## src/rtl/secded16_encoder_if.sv

```systemverilog
// secded16_encoder_if
//   Handshake and bus bundle for the SEC/DED encoder.
//   master : producer/consumer side (drives in_*, inj_*, out_ready)
//   slave  : encoder side (drives in_ready, out_*, inj_pend, word_cnt)
//   Signals:
//     in_valid/in_ready/in_data[15:0]      write-side data handshake
//     inj_arm/inj_mask[21:0]               one-shot codeword corruption request
//     out_valid/out_ready/out_cw[21:0]     codeword handshake
//     out_inj                              current out_cw carries an injected mask
//     inj_pend                             armed mask waiting for a word
//     word_cnt[CNT_W-1:0]                  emitted codewords, wrapping
interface secded16_encoder_if #(
   parameter int CNT_W = 16
);
   logic             in_valid;
   logic             in_ready;
   logic [15:0]      in_data;
   logic             inj_arm;
   logic [21:0]      inj_mask;
   logic             out_valid;
   logic             out_ready;
   logic [21:0]      out_cw;
   logic             out_inj;
   logic             inj_pend;
   logic [CNT_W-1:0] word_cnt;

   modport master (
      output in_valid, in_data, inj_arm, inj_mask, out_ready,
      input  in_ready, out_valid, out_cw, out_inj, inj_pend, word_cnt
   );

   modport slave (
      input  in_valid, in_data, inj_arm, inj_mask, out_ready,
      output in_ready, out_valid, out_cw, out_inj, inj_pend, word_cnt
   );
endinterface

```

## src/rtl/secded16_encoder.sv

```systemverilog
// secded16_encoder
//   Two-stage pipelined extended-Hamming (22,16) SEC/DED encoder with a
//   one-shot error-injection path for exercising the decoder side.
//   Ports:
//     clk  rising-edge clock
//     rst  asynchronous active-high reset
//     bus  secded16_encoder_if.slave (valid/ready in and out, injection,
//          inj_pend status, word_cnt)
//   Codeword: cw[i], i=1..21 is Hamming position i; check bits at 1,2,4,8,16,
//   data d0..d15 fill the remaining positions in ascending order; cw[0] makes
//   the whole word even parity. The injection mask is XORed on last.
module secded16_encoder #(
   parameter int CNT_W  = 16,
   parameter bit INJ_EN = 1'b1
) (
   input logic                  clk,
   input logic                  rst,
   secded16_encoder_if.slave    bus
);

   typedef enum logic {IDLE = 1'b0, ARMED = 1'b1} inj_st_e;

   // Scatter data bits into their Hamming positions (check positions left 0).
   function automatic logic [21:0] place_data(input logic [15:0] d);
      logic [21:0] v;
      int          j;
      v = '0;
      j = 0;
      for (int p = 1; p < 22; p++) begin
         if ((p & (p - 1)) != 0) begin
            v[p] = d[j];
            j++;
         end
      end
      return v;
   endfunction

   // Check bit k covers every data position whose index has bit k set.
   function automatic logic [4:0] check_bits(input logic [15:0] d);
      logic [21:0] v;
      logic [4:0]  c;
      v = place_data(d);
      c = '0;
      for (int k = 0; k < 5; k++) begin
         for (int p = 1; p < 22; p++) begin
            if ((p & (1 << k)) != 0) c[k] = c[k] ^ v[p];
         end
      end
      return c;
   endfunction

   // Pipeline state
   logic             s1_valid_q;
   logic [15:0]      s1_data_q;
   logic [4:0]       s1_chk_q;
   logic [21:0]      s1_mask_q;
   logic             s1_inj_q;
   logic             out_valid_q;
   logic [21:0]      out_cw_q;
   logic             out_inj_q;
   logic [CNT_W-1:0] word_cnt_q;

   // Injection state
   inj_st_e          state_q;
   logic [21:0]      mask_q;

   logic             s2_adv, s1_adv, in_hs, out_hs;
   logic [21:0]      acc_mask_d;
   logic             acc_inj_d;
   logic [21:0]      cw_clean_d;

   assign s2_adv = !out_valid_q || bus.out_ready;
   assign s1_adv = !s1_valid_q || s2_adv;
   assign in_hs  = bus.in_valid && s1_adv;
   assign out_hs = out_valid_q && bus.out_ready;

   // Mask that rides with a word accepted this cycle. A same-cycle arm wins
   // over a previously latched mask, so the freshest request is honoured.
   always_comb begin
      acc_mask_d = '0;
      acc_inj_d  = 1'b0;
      if (INJ_EN) begin
         if (bus.inj_arm) begin
            acc_mask_d = bus.inj_mask;
            acc_inj_d  = 1'b1;
         end else if (state_q == ARMED) begin
            acc_mask_d = mask_q;
            acc_inj_d  = 1'b1;
         end
      end
   end

   // Stage-2 assembly: overall parity is taken over the clean word only.
   always_comb begin
      cw_clean_d     = place_data(s1_data_q);
      cw_clean_d[1]  = s1_chk_q[0];
      cw_clean_d[2]  = s1_chk_q[1];
      cw_clean_d[4]  = s1_chk_q[2];
      cw_clean_d[8]  = s1_chk_q[3];
      cw_clean_d[16] = s1_chk_q[4];
      cw_clean_d[0]  = ^cw_clean_d[21:1];
   end

   always_ff @(posedge clk or posedge rst) begin
      if (rst) begin
         s1_valid_q  <= 1'b0;
         s1_data_q   <= '0;
         s1_chk_q    <= '0;
         s1_mask_q   <= '0;
         s1_inj_q    <= 1'b0;
         out_valid_q <= 1'b0;
         out_cw_q    <= '0;
         out_inj_q   <= 1'b0;
         word_cnt_q  <= '0;
      end else begin
         if (s1_adv) begin
            s1_valid_q <= bus.in_valid;
            if (in_hs) begin
               s1_data_q <= bus.in_data;
               s1_chk_q  <= check_bits(bus.in_data);
               s1_mask_q <= acc_mask_d;
               s1_inj_q  <= acc_inj_d;
            end
         end
         if (s2_adv) begin
            out_valid_q <= s1_valid_q;
            if (s1_valid_q) begin
               out_cw_q  <= cw_clean_d ^ s1_mask_q;
               out_inj_q <= s1_inj_q;
            end
         end
         if (out_hs) word_cnt_q <= word_cnt_q + 1'b1;
      end
   end

   // Injection FSM: an accepted word always consumes the arm, even one
   // raised in the same cycle.
   always_ff @(posedge clk or posedge rst) begin
      if (rst) begin
         state_q <= IDLE;
         mask_q  <= '0;
      end else if (INJ_EN) begin
         if (in_hs) begin
            state_q <= IDLE;
            mask_q  <= '0;
         end else if (bus.inj_arm) begin
            state_q <= ARMED;
            mask_q  <= bus.inj_mask;
         end
      end
   end

   assign bus.in_ready  = s1_adv;
   assign bus.out_valid = out_valid_q;
   assign bus.out_cw    = out_cw_q;
   assign bus.out_inj   = out_inj_q;
   assign bus.inj_pend  = (state_q == ARMED);
   assign bus.word_cnt  = word_cnt_q;

endmodule

```

## src/flat_wrapper.sv

```systemverilog
// flat-port wrapper written by rule: the top's interface ports become plain ports
module secded16_encoder_flat 
#(
   parameter int CNT_W  = 16,
   parameter bit INJ_EN = 1'b1
)
  (clk, rst, bus_in_valid, bus_in_data, bus_inj_arm, bus_inj_mask, bus_out_ready, bus_in_ready, bus_out_valid, bus_out_cw, bus_out_inj, bus_inj_pend, bus_word_cnt);
  secded16_encoder_if #(.CNT_W(CNT_W)) bus_i ();
  input logic clk;
  input logic rst;
  input wire logic [$bits(bus_i.in_valid)-1:0] bus_in_valid;
  input wire logic [$bits(bus_i.in_data)-1:0] bus_in_data;
  input wire logic [$bits(bus_i.inj_arm)-1:0] bus_inj_arm;
  input wire logic [$bits(bus_i.inj_mask)-1:0] bus_inj_mask;
  input wire logic [$bits(bus_i.out_ready)-1:0] bus_out_ready;
  output wire logic [$bits(bus_i.in_ready)-1:0] bus_in_ready;
  output wire logic [$bits(bus_i.out_valid)-1:0] bus_out_valid;
  output wire logic [$bits(bus_i.out_cw)-1:0] bus_out_cw;
  output wire logic [$bits(bus_i.out_inj)-1:0] bus_out_inj;
  output wire logic [$bits(bus_i.inj_pend)-1:0] bus_inj_pend;
  output wire logic [$bits(bus_i.word_cnt)-1:0] bus_word_cnt;
  assign bus_i.in_valid = bus_in_valid;
  assign bus_i.in_data = bus_in_data;
  assign bus_i.inj_arm = bus_inj_arm;
  assign bus_i.inj_mask = bus_inj_mask;
  assign bus_i.out_ready = bus_out_ready;
  assign bus_in_ready = bus_i.in_ready;
  assign bus_out_valid = bus_i.out_valid;
  assign bus_out_cw = bus_i.out_cw;
  assign bus_out_inj = bus_i.out_inj;
  assign bus_inj_pend = bus_i.inj_pend;
  assign bus_word_cnt = bus_i.word_cnt;
  secded16_encoder #(.CNT_W(CNT_W), .INJ_EN(INJ_EN)) u_core (.clk(clk), .rst(rst), .bus(bus_i));
endmodule
```

## config.mk

```make
export PLATFORM = sky130hd
export DESIGN_NAME = secded16_encoder_flat
export DESIGN_NICKNAME = d
export VERILOG_FILES = /design/src/rtl/secded16_encoder_if.sv /design/src/rtl/secded16_encoder.sv /design/src/flat_wrapper.sv
export SDC_FILE = /design/constraint.sdc
export NUM_CORES = 1
export LEC_CHECK = 0
export CORE_ASPECT_RATIO = 1.5
export CORE_MARGIN = 4
export CORE_UTILIZATION = 30
export DETAILED_ROUTE_END_ITERATION = 16
export GPL_ROUTABILITY_DRIVEN = 0
export HOLD_SLACK_MARGIN = 0.15
export MAX_ROUTING_LAYER = met4
export PLACE_DENSITY = 0.5
export SLEW_MARGIN = 20
export SYNTH_ARGS = -nofsm -noshare
export SYNTH_HDL_FRONTEND = slang
export SYNTH_SLANG_ARGS = --single-unit
```

## constraint.sdc

```tcl
create_clock -name clk -period 6.7 [get_ports clk]
set_input_delay 0.67 -clock clk [delete_from_list [all_inputs] [get_ports clk]]
set_output_delay 0.67 -clock clk [all_outputs]
set_load 0.01 [all_outputs]
```

==> results by group <==
Timing
  • Slew of the pin with the lowest slew margin: slightly above 1000 ps
  • Final hold vios: 0
  • Final Skew: 5.815 ps
  • Final setup fails: 0
  • Fin crit period: 2597 ps
  • Pins Over Slew Limit: 0
  • RSZ-0062 raised after global routing: false
  • Final worst-path cycle share: 0.3875
  • Fmax: 385.1 MHz
  • Fin Setup TNS: 0 ps
  • Relative slew slack: 0.3144

Drt
  • WL/cell: approximately 15 um
  • Drt drc: 0
  • Routed vias/inst: roughly 4.6
  • DR pass1 iterations: 4
  • Post-Route WL: approximately 11000 um
  • Routed vias: 3432
  • DR iter-0 viols: roughly 280
  • ANT nets after route: 0

Final layout
  • Ant. Diodes: 0
  • Share of cells above drive strength 1: 0.04562
  • Multi-input gate area: 2036 um^2
  • Fin util: 0.3920
  • Post-Layout Cell Count: around 750
  • Fillers: 1601
  • Layout Nets: 588
  • Area growth, synth to finish: 27.32%
  • Reg area: between 2000 and 3000 um^2

Clocking
  • Clock Latency Late Sink: roughly 350 ps
  • CTS Buffer Depth: 2
  • Hold_buf cts: 0
  • CTS tree: yes
  • Root buffer cell: clkbuf_16
  • Inserted Clock Buffers: 9
  • Postcts setup bufs: 0
  • H-tree lvl count: 3
  • Resized Gates After CTS: 0
  • Number of clock sinks: between 100 and 150
  • Clk slew on worst S/H paths: 70 ps

Global routing
  • Largest net degree at the start of global routing: 79
  • Total GRT Usage: 0.1349
  • Global-route wire length before repair: around 19000 um
  • Initial antenna violation count: 0
  • Vias in the first global route: 3584
  • GRT overflow: 0

Power
  • PD cells: 318.6 nW/um^2
  • Static Leakage: about 0.0027 uW
  • Peak supply drop: ~140 uV

Placed design
  • Placed insts: roughly 740
  • HPWL after DPL: 8149 um
  • PortBufs: 84

Floorplan
  • Die area: 18240 um^2
  • Die Y: 163.4 um
  • Die W: between 100 and 150 um
  • Starting density of the core: 0.3079
  • Core area: around 16000 um^2
  • Rows: 56
  • I/O pins: between 80 and 90

Critical path
  • Crit. End Element: primary output
  • Crit Path Class: input pin to primary output
  • Worst setup SP type: input pin
  • CP Max Fanout: 5
  • Worst endpoint data arrival time: about 1900 ps
  • Critical Path RT: ~6000 ps

Yosys
  • Synth cell count leaders: dfrtp_1 (108), nand2_1 (87), nor2_1 (71), xnor2_1 (71), o21ai_0 (26)
  • YS warnings: 0
  • Post-synth EDFFs: 0
  • Post-synth top area share: 0.5593
  • Async set-reset flop share out of synthesis: 1.000
  • Synthesized area: 4832 um^2
  • Syn Inst Count: roughly 470
  • Avg Cell Area, Syn: slightly above 10 um^2
  • Largest area contributor in the netlist: dfrtp_1
  • Synth Net Count: around 510
  • Main area contributors after synthesis: dfrtp_1 (56%), xnor2_1 (13%), nand2_1 (6.8%)
  • Ys flop type: dfrtp_1
  • Sequential area share after synthesis: 0.5593
  • Synthesized flop and latch total: between 100 and 150
  • Number of different library cells in the post-synthesis netlist: 24
  • Count leader, synth: dfrtp_1

Job
  • Max_cap viols: 0

Worst hold path
  • Hold WC Path Type: flop to flop

Run status
  • Outcome: finished clean
where the power goes:
part / switching [uW] / internal [uW] / leakage [uW]
logic: 254 / 327 / 0.00118
registers: 101 / 773 / 0.00134
clock network: 243 / 262 / 0.000131
total: 598 / 1360 / 0.00265
final cells by class:
class	count	area share
inverter	1	0.001017
clock buffer	10	0.03884
tap	203	0.04129
clock inverter	5	0.006101
timing repair buffer	89	0.1426
multi-input combinational	335	0.3309
sequential	108	0.4393
critical path, stage by stage:
cell,delay (ps)
clkdlybuf4s50_1,520
nand3b_1,180
clkdlybuf4s50_1,560
layer usage:
metal,up-vias,track usage,wire length (um)
met1,1664,0.1651,5028
met2,69,0.2222,5792
met5,-,-,0
met4,0,0.04151,174
met3,10,0.03150,408
li1,1689,-,-
state kept, by name, summed over array words and instances, names as in the netlist:
register and count:
u_core.bus.inj_pend 1, u_core.bus.out_cw 22, u_core.bus.out_inj 1, u_core.bus.out_valid 1
u_core.bus.word_cnt 16, u_core.mask_q 22, u_core.s1_chk_q 5, u_core.s1_data_q 16
u_core.s1_inj_q 1, u_core.s1_mask_q 22, u_core.s1_valid_q 1
cells by family after synthesis:
| kind of cell | after synthesis | synth area share |
|---|---|---|
| flops | 108 | 0.5593 |
| compound gates | 49 | 0.06784 |
| buf+inv | 24 | 0.01968 |
| fa+ha+maj | 1 | 0.002589 |
| xor+xnor | 83 | 0.1533 |
| simple gates | 178 | 0.1471 |
| mux | 24 | 0.05023 |
final timing paths:
check,cells after the start,endpoint,start,slack (ps)
worst min-delay path,1,u_core.bus.word_cnt[15],u_core.bus.word_cnt[15],470
worst max register to register,5,u_core.bus.out_cw[0],u_core.s1_data_q[7],5000
min in group asynchronous,2,u_core.bus.word_cnt[14],rst,660
max in group asynchronous,3,u_core.bus.out_cw[13],rst,4990
worst min register to register,1,u_core.bus.word_cnt[15],u_core.bus.word_cnt[15],470
worst max-delay path,3,bus_in_ready,bus_out_ready,4100
cells in the final DEF, fill, tap and decap left out:
| master | Yosys | routed |
|---|---|---|
| nand2b_1 | 3 | 3 |
| clkbuf_8 | 0 | 1 |
| xnor2_1 | 71 | 71 |
| o21ai_0 | 26 | 26 |
| buf_2 | 4 | 1 |
| o21ai_1 | 1 | 1 |
| dfrtp_1 | 108 | 108 |
| nand3_1 | 5 | 5 |
| ha_1 | 1 | 1 |
| and2_2 | 0 | 1 |
| inv_6 | 0 | 1 |
| buf_6 | 0 | 1 |
| xnor3_1 | 1 | 1 |
| nand2_1 | 87 | 87 |
| inv_4 | 0 | 1 |
| nand3b_1 | 1 | 1 |
| nor2b_1 | 1 | 1 |
| clkdlybuf4s50_1 | 0 | 83 |
| clkinvlp_4 | 0 | 2 |
| nand4_1 | 4 | 4 |
| clkbuf_16 | 0 | 9 |
| clkinv_4 | 0 | 1 |
| xor2_1 | 11 | 11 |
| a221oi_1 | 22 | 22 |
| mux2i_1 | 22 | 22 |
| nor3_1 | 2 | 2 |
| clkinv_2 | 0 | 1 |
| mux2_2 | 2 | 2 |
| buf_4 | 0 | 4 |
| and3_1 | 2 | 2 |
| and2_1 | 2 | 1 |
| nor2_1 | 71 | 71 |
through the flow:
step	setup slack, ps	cell area [um^2]	hold slack (ps)	power (uW)
3_5_place_dp	4101	5872	466.2	1487
6_report	4103	6152	473.2	1960
5_1_grt	4020	6152	504.1	2078
3_3_place_gp	4110	5872	461.5	1474
2_1_floorplan	3184	4832	446.0	1218
4_1_cts	4099	6148	480.6	1996
(Power assumes the default switching activity.)
